## config.mk

```make
export PLATFORM = sky130hd
export DESIGN_NAME = ram_arbiter_flat
export DESIGN_NICKNAME = d
export VERILOG_FILES = /design/src/rtl/ram_arbiter_if.sv /design/src/rtl/ram_arbiter.sv /design/src/flat_wrapper.sv
export SDC_FILE = /design/constraint.sdc
export NUM_CORES = 1
export LEC_CHECK = 0
export CAP_MARGIN = 10
export CELL_PAD_IN_SITES_DETAIL_PLACEMENT = 1
export CELL_PAD_IN_SITES_GLOBAL_PLACEMENT = 2
export CORE_MARGIN = 2
export CORE_UTILIZATION = 30
export DETAILED_ROUTE_END_ITERATION = 10
export DONT_BUFFER_PORTS = 1
export MAX_ROUTING_LAYER = met4
export PLACE_DENSITY = 0.86
export SLEW_MARGIN = 0
export SYNTH_ARGS = -nofsm -noshare
export SYNTH_HDL_FRONTEND = slang
export SYNTH_SLANG_ARGS = --single-unit
```

## constraint.sdc

```tcl
create_clock -name Clock -period 2 [get_ports Clock]
set_input_delay 0.3 -clock Clock [delete_from_list [all_inputs] [get_ports Clock]]
set_output_delay 0.3 -clock Clock [all_outputs]
set_load 0.1 [all_outputs]
```

## src/rtl/ram_arbiter_if.sv

```systemverilog
// ram_arbiter_if -- bus between two RAM requesters, the arbiter and a 32x8
// synchronous-read RAM.
//   Req0/Req1, Addr0/Addr1, Wren0/Wren1, Wdata0/Wdata1 : requester side requests
//   Gnt0/Gnt1, Rdata, Rvalid0/Rvalid1                  : arbiter responses
//   Ram_Addr, Ram_Wren, Ram_Wdata                      : arbiter -> RAM
//   Ram_Rdata                                          : RAM -> arbiter (1-cycle latency)
// Modport slave is the arbiter's view, master is the environment's view.
interface ram_arbiter_if;
  logic       Req0;
  logic       Req1;
  logic [4:0] Addr0;
  logic [4:0] Addr1;
  logic       Wren0;
  logic       Wren1;
  logic [7:0] Wdata0;
  logic [7:0] Wdata1;
  logic [7:0] Ram_Rdata;
  logic       Gnt0;
  logic       Gnt1;
  logic [4:0] Ram_Addr;
  logic       Ram_Wren;
  logic [7:0] Ram_Wdata;
  logic [7:0] Rdata;
  logic       Rvalid0;
  logic       Rvalid1;

  modport slave (
    input  Req0, Req1, Addr0, Addr1, Wren0, Wren1, Wdata0, Wdata1, Ram_Rdata,
    output Gnt0, Gnt1, Ram_Addr, Ram_Wren, Ram_Wdata, Rdata, Rvalid0, Rvalid1
  );

  modport master (
    output Req0, Req1, Addr0, Addr1, Wren0, Wren1, Wdata0, Wdata1, Ram_Rdata,
    input  Gnt0, Gnt1, Ram_Addr, Ram_Wren, Ram_Wdata, Rdata, Rvalid0, Rvalid1
  );
endinterface

```

## src/rtl/ram_arbiter.sv

```systemverilog
// ram_arbiter -- two-requester arbiter in front of a 32x8 synchronous-read RAM.
// Grants are Moore outputs of an IDLE/G0/G1 FSM. Ties from IDLE go to the
// requester that was not granted most recently; an owner keeps the RAM for at
// most MAX_HOLD consecutive cycles while the other requester waits.
// Ports:
//   Clock  : sole clock, posedge
//   Resetn : synchronous reset, active HIGH (asserted = 1)
//   bus    : ram_arbiter_if.slave (requests, grants, RAM port, read returns)
module ram_arbiter #(
  parameter int MAX_HOLD = 8
) (
  input  logic          Clock,
  input  logic          Resetn,
  ram_arbiter_if.slave  bus
);

  localparam int HOLD_W = (MAX_HOLD > 1) ? $clog2(MAX_HOLD) : 1;
  localparam logic [HOLD_W-1:0] HOLD_LAST = HOLD_W'(MAX_HOLD - 1);

  typedef enum logic [1:0] {
    IDLE = 2'd0,
    G0   = 2'd1,
    G1   = 2'd2
  } state_t;

  state_t              state_r;
  state_t              state_nxt_s;
  logic                last_r;      // 1 = requester 1 was granted most recently
  logic [HOLD_W-1:0]   hold_r;
  logic                gnt0_r;
  logic                gnt1_r;
  logic                rvalid0_r;
  logic                rvalid1_r;
  logic                hold_max_s;
  logic                access0_s;
  logic                access1_s;
  logic [4:0]          ram_addr_s;
  logic [7:0]          ram_wdata_s;
  logic                ram_wren_s;

  assign hold_max_s = (hold_r == HOLD_LAST);
  assign access0_s  = gnt0_r & bus.Req0;
  assign access1_s  = gnt1_r & bus.Req1;

  // Next-state selection for the grant FSM.
  always_comb begin
    state_nxt_s = state_r;
    case (state_r)
      IDLE: begin
        if (bus.Req0 && bus.Req1) begin
          state_nxt_s = last_r ? G0 : G1;
        end else if (bus.Req0) begin
          state_nxt_s = G0;
        end else if (bus.Req1) begin
          state_nxt_s = G1;
        end else begin
          state_nxt_s = IDLE;
        end
      end
      G0: begin
        // The waiting requester takes over when the owner lets go or its
        // hold budget is spent.
        if (bus.Req1 && (!bus.Req0 || hold_max_s)) begin
          state_nxt_s = G1;
        end else if (bus.Req0) begin
          state_nxt_s = G0;
        end else begin
          state_nxt_s = IDLE;
        end
      end
      G1: begin
        if (bus.Req0 && (!bus.Req1 || hold_max_s)) begin
          state_nxt_s = G0;
        end else if (bus.Req1) begin
          state_nxt_s = G1;
        end else begin
          state_nxt_s = IDLE;
        end
      end
      default: begin
        state_nxt_s = IDLE;
      end
    endcase
  end

  // FSM state, grant outputs, fairness/hold bookkeeping and read-valid pulses.
  always_ff @(posedge Clock) begin
    if (Resetn) begin
      state_r   <= IDLE;
      gnt0_r    <= 1'b0;
      gnt1_r    <= 1'b0;
      last_r    <= 1'b1;
      hold_r    <= {HOLD_W{1'b0}};
      rvalid0_r <= 1'b0;
      rvalid1_r <= 1'b0;
    end else begin
      state_r <= state_nxt_s;
      gnt0_r  <= (state_nxt_s == G0);
      gnt1_r  <= (state_nxt_s == G1);

      if (state_nxt_s != state_r) begin
        hold_r <= {HOLD_W{1'b0}};
      end else if (!hold_max_s) begin
        hold_r <= hold_r + HOLD_W'(1);
      end else begin
        hold_r <= hold_r;
      end

      if ((state_nxt_s == G0) && (state_r != G0)) begin
        last_r <= 1'b0;
      end else if ((state_nxt_s == G1) && (state_r != G1)) begin
        last_r <= 1'b1;
      end else begin
        last_r <= last_r;
      end

      // RAM data for a read appears one cycle later, so the valid is too.
      rvalid0_r <= access0_s & ~bus.Wren0;
      rvalid1_r <= access1_s & ~bus.Wren1;
    end
  end

  // RAM port mux: owner's request passes straight through, otherwise all zero.
  always_comb begin
    ram_addr_s  = 5'd0;
    ram_wdata_s = 8'd0;
    ram_wren_s  = 1'b0;
    if (access0_s) begin
      ram_addr_s  = bus.Addr0;
      ram_wdata_s = bus.Wdata0;
      ram_wren_s  = bus.Wren0;
    end else if (access1_s) begin
      ram_addr_s  = bus.Addr1;
      ram_wdata_s = bus.Wdata1;
      ram_wren_s  = bus.Wren1;
    end else begin
      ram_addr_s  = 5'd0;
      ram_wdata_s = 8'd0;
      ram_wren_s  = 1'b0;
    end
  end

  assign bus.Gnt0      = gnt0_r;
  assign bus.Gnt1      = gnt1_r;
  assign bus.Ram_Addr  = ram_addr_s;
  assign bus.Ram_Wdata = ram_wdata_s;
  assign bus.Ram_Wren  = ram_wren_s;
  assign bus.Rdata     = bus.Ram_Rdata;
  assign bus.Rvalid0   = rvalid0_r;
  assign bus.Rvalid1   = rvalid1_r;

endmodule
```

## src/flat_wrapper.sv

```systemverilog
// flat-port wrapper written by rule: the top's interface ports become plain ports
module ram_arbiter_flat 
#(
  parameter int MAX_HOLD = 8
)
  (Clock, Resetn, bus_Req0, bus_Req1, bus_Addr0, bus_Addr1, bus_Wren0, bus_Wren1, bus_Wdata0, bus_Wdata1, bus_Ram_Rdata, bus_Gnt0, bus_Gnt1, bus_Ram_Addr, bus_Ram_Wren, bus_Ram_Wdata, bus_Rdata, bus_Rvalid0, bus_Rvalid1);
  ram_arbiter_if bus_i ();
  input  logic Clock;
  input  logic Resetn;
  input wire logic [$bits(bus_i.Req0)-1:0] bus_Req0;
  input wire logic [$bits(bus_i.Req1)-1:0] bus_Req1;
  input wire logic [$bits(bus_i.Addr0)-1:0] bus_Addr0;
  input wire logic [$bits(bus_i.Addr1)-1:0] bus_Addr1;
  input wire logic [$bits(bus_i.Wren0)-1:0] bus_Wren0;
  input wire logic [$bits(bus_i.Wren1)-1:0] bus_Wren1;
  input wire logic [$bits(bus_i.Wdata0)-1:0] bus_Wdata0;
  input wire logic [$bits(bus_i.Wdata1)-1:0] bus_Wdata1;
  input wire logic [$bits(bus_i.Ram_Rdata)-1:0] bus_Ram_Rdata;
  output wire logic [$bits(bus_i.Gnt0)-1:0] bus_Gnt0;
  output wire logic [$bits(bus_i.Gnt1)-1:0] bus_Gnt1;
  output wire logic [$bits(bus_i.Ram_Addr)-1:0] bus_Ram_Addr;
  output wire logic [$bits(bus_i.Ram_Wren)-1:0] bus_Ram_Wren;
  output wire logic [$bits(bus_i.Ram_Wdata)-1:0] bus_Ram_Wdata;
  output wire logic [$bits(bus_i.Rdata)-1:0] bus_Rdata;
  output wire logic [$bits(bus_i.Rvalid0)-1:0] bus_Rvalid0;
  output wire logic [$bits(bus_i.Rvalid1)-1:0] bus_Rvalid1;
  assign bus_i.Req0 = bus_Req0;
  assign bus_i.Req1 = bus_Req1;
  assign bus_i.Addr0 = bus_Addr0;
  assign bus_i.Addr1 = bus_Addr1;
  assign bus_i.Wren0 = bus_Wren0;
  assign bus_i.Wren1 = bus_Wren1;
  assign bus_i.Wdata0 = bus_Wdata0;
  assign bus_i.Wdata1 = bus_Wdata1;
  assign bus_i.Ram_Rdata = bus_Ram_Rdata;
  assign bus_Gnt0 = bus_i.Gnt0;
  assign bus_Gnt1 = bus_i.Gnt1;
  assign bus_Ram_Addr = bus_i.Ram_Addr;
  assign bus_Ram_Wren = bus_i.Ram_Wren;
  assign bus_Ram_Wdata = bus_i.Ram_Wdata;
  assign bus_Rdata = bus_i.Rdata;
  assign bus_Rvalid0 = bus_i.Rvalid0;
  assign bus_Rvalid1 = bus_i.Rvalid1;
  ram_arbiter #(.MAX_HOLD(MAX_HOLD)) u_core (.Clock(Clock), .Resetn(Resetn), .bus(bus_i));
endmodule
```

==> results.ini <==
[job]
max_capacitance_violation_count=0

[clock_network]
cts.clk_slew.worst_paths_ps=70
inserted_clock_buffers=3
tritoncts_num_sinks=10
cts_buffer_depth=2
post_cts_resized=0
htree_levels=1
clkLatencyLatePin_ps=270
ctsHoldBuffers=0
clock-root-buffer=sky130_fd_sc_hd__clkbuf_4
post_cts.repair.setup_buffers=0
cts_tree=built

[logic_synthesis]
mappedNetlistNets=118
synth_cell_type_count=29
synth_simple_gate_area_share_pct=13.6
yosys.area_share.adder_pct=3.45
synth_largest_type_area_fraction_pct=27.6
dominant_cell_by_count_in_the_synthesized_netlist=sky130_fd_sc_hd__a22o_1
syn-instance-count=76
xor_xnor_share_of_the_synthesized_area_pct=2.42
synth.ff_latch_count=10
leading_post_synthesis_cells_by_instance_count=sky130_fd_sc_hd__a22o_1 (14), sky130_fd_sc_hd__dfxtp_1 (10), sky130_fd_sc_hd__buf_4 (9)
predominant_post_synthesis_flop_cell=sky130_fd_sc_hd__dfxtp_1
yosys_warnings=0
synth.yosys.seq_area_share_pct=27.6
netlist.top_cell.by_area=sky130_fd_sc_hd__dfxtp_1
post_syn_area_um2=724
postSynth.asyncResetShare_pct=0
post_synth.cell_area_avg_um2=9.53
main_combinational_cell_family_by_area_after_synthesis=compound AO/OA/AOI/OAI gates
synth_compound_gate_area_share_pct=30.4
netlist_top_cells_area=sky130_fd_sc_hd__dfxtp_1 (28%), sky130_fd_sc_hd__a22o_1 (17%), sky130_fd_sc_hd__buf_4 (9.3%)
number_of_enable_flip_flop_cells_after_synthesis=0
yosys-mux-area-fraction_pct=6.22

[status]
run_status=finished, final reports clean

[setup_path]
critical-path-slowest-cell=sky130_fd_sc_hd__dfxtp_2
regToRegStartpoint=u_core.hold_r[0]$_SDFFE_PP0N_
start_kind=flop
worst-endpoint-arrival_ps=1470
cpPeakStageDelay_ps=320
required_ps=1700
timing.setup.critical_path_class=reg2out
crit_path_max_fanout=14
rr_endpoint=u_core.bus.Gnt0$_SDFF_PP0_
timing.critical_path.cells=and2_1, nor2_4, a22o_2, buf_12
setup.reg_to_reg.worst_slack_ps=350
ff2ff_path_depth=5
end_kind=output port

[cells_and_area]
fillers=264
finish.utilization_pct=44.8
drive_gt1_share_pct=50.6
design.final.nets=127
insertedDiodeCount=0
area_growth_syn_to_layout_pct=39.4

[sta]
rsz_0062_raised_after_global_routing=no
fmax_mhz=564
timing.slew.headroom_pct=74.4
timing.setup.tns_ps=0
worst_clock_skew_ps=2.92
timing.final.crit_period_ps=1770
setup_viol=0
worstMarginPinSlew_ps=384
maxSlewViolCount=0
period_share_pct=88.7
hold_violations=0

[die]
io-pin-count=66
die_h_um=53.1
fp.coreArea_um2=2250
floorplan.die_area_um2=2820
initial_utilization_pct=32.1
die_wd_um=53.1
fp-row-count=17

[global_route]
grt_start_max_net_pins=16
grt.overflow.total=0
global_route_wire_length_before_repair_um=2930
gr-usage-all-layers_pct=15.0
number_of_global_route_vias_before_repair=651
antenna_found_initial=0

[route]
drtAntennaViolNets=0
drt_iter0_markers=3
avgRoutedWirePerCell_um=17.8
drt_pre_antenna_iters=4
route.detailed.drc=0
num_vias=637
totalWireLength_um=1980
vias_per_cell=5.74

[pwr]
power_per_cell_area_nw_per_um2=610
power.leakage_nw=0.422
power_w=0.000615
peakVddDrop_uv=340

[place]
hpwlAfterDp_um=1560
gp_routability_congestion=0.733
portBuffers=0

[worst_hold_path]
min_to=u_core.bus.Rvalid0$_SDFF_PP0_
hold_class=in2reg
hold_path_cells=1
hold_path.startpoint=Resetn

==> through the flow <==
step           cells  worst slack (ps)  hold WS [ps]  instance area, um^2
6_report         111               226          89.2                 1010
4_1_cts          111               215          85.1                 1010
2_1_floorplan     76               109           369                  744
3_5_place_dp     108               351           372                  987
5_1_grt          111               161          84.4                 1010
3_3_place_gp     108               494           372                  987
==> power breakdown <==
group | internal, W | total, W | switching (W)
Sequential | 0.000210 | 0.000221 | 0.0000111
Combinational | 0.0000897 | 0.000254 | 0.000164
Clock | 0.0000696 | 0.000140 | 0.0000707
Total | 0.000369 | 0.000615 | 0.000246
==> cells in the final DEF, fill, tap and decap left out, types with 2 or more instances in the layout <==
cell type                  instances
sky130_fd_sc_hd__inv_1             2
sky130_fd_sc_hd__buf_4             5
sky130_fd_sc_hd__a211oi_1          3
sky130_fd_sc_hd__nand3b_1          3
sky130_fd_sc_hd__dfxtp_1           8
sky130_fd_sc_hd__dfxtp_2           2
sky130_fd_sc_hd__nand2_1           2
sky130_fd_sc_hd__mux2i_1           3
sky130_fd_sc_hd__ha_1              2
sky130_fd_sc_hd__a21oi_1           4
sky130_fd_sc_hd__clkbuf_4          3
sky130_fd_sc_hd__o211a_1           2
sky130_fd_sc_hd__buf_12           14
sky130_fd_sc_hd__a22o_2           14
==> routing by layer <==
metal / vias to the layer above / track usage [%] / share of wire [%]
met1: 294 / 12.5 / 33
li1: 289 / - / -
met5: - / - / 0
met4: 0 / 9.40 / 2.3
met2: 48 / 29.0 / 53
met3: 6 / 3.67 / 12
==> logic make-up after synthesis <==
family | after synthesis
AO/OA/AOI/OAI | 28
XOR/XNOR | 2
adder cells (fa/ha/maj) | 2
buffers and inverters | 17
flip-flops | 10
multiplexers | 4
AND/OR/NAND/NOR | 13
==> final cells by class <==
| cell class | instances | area (um^2) | area share (%) |
|---|---|---|---|
| repair buffers | 19 | 318 | 31.5 |
| flip-flops and latches | 10 | 203 | 20.1 |
| inverters | 2 | 7.51 | 0.743 |
| well taps | 28 | 35.0 | 3.47 |
| clock buffers | 3 | 22.5 | 2.23 |
| multi-input cells | 49 | 424 | 42.0 |
==> flip-flops by register name (all words and copies together), names as in the netlist <==
signal              flops
u_core.hold_r           3
u_core.state_r          2
u_core.bus.Gnt0         1
u_core.bus.Gnt1         1
u_core.bus.Rvalid0      1
u_core.bus.Rvalid1      1
u_core.last_r           1
==> worst max-delay path by stage <==
stage	startpoint	to	slack, ps	cells past startpoint
after CTS	u_core.bus.Gnt0$_SDFF_PP0_	bus_Ram_Addr[2]	210	4
after floorplan	u_core.bus.Gnt0$_SDFF_PP0_	bus_Ram_Addr[2]	110	4
after global placement	u_core.hold_r[0]$_SDFFE_PP0N_	u_core.bus.Gnt1$_SDFF_PP0_	490	5
after detailed placement	u_core.hold_r[0]$_SDFFE_PP0N_	u_core.bus.Gnt1$_SDFF_PP0_	350	5
after global routing	u_core.bus.Gnt0$_SDFF_PP0_	bus_Ram_Addr[0]	160	4
final	u_core.bus.Gnt0$_SDFF_PP0_	bus_Ram_Addr[2]	230	4
==> critical path: cells and delay by family, from the launching register on <==
family                 cells  cell delay, ps
buffers and inverters      1             170
AO/OA/AOI/OAI              1             230
AND/OR/NAND/NOR            2             470
flip-flops                 1             320
(Power assumes the default switching activity.)
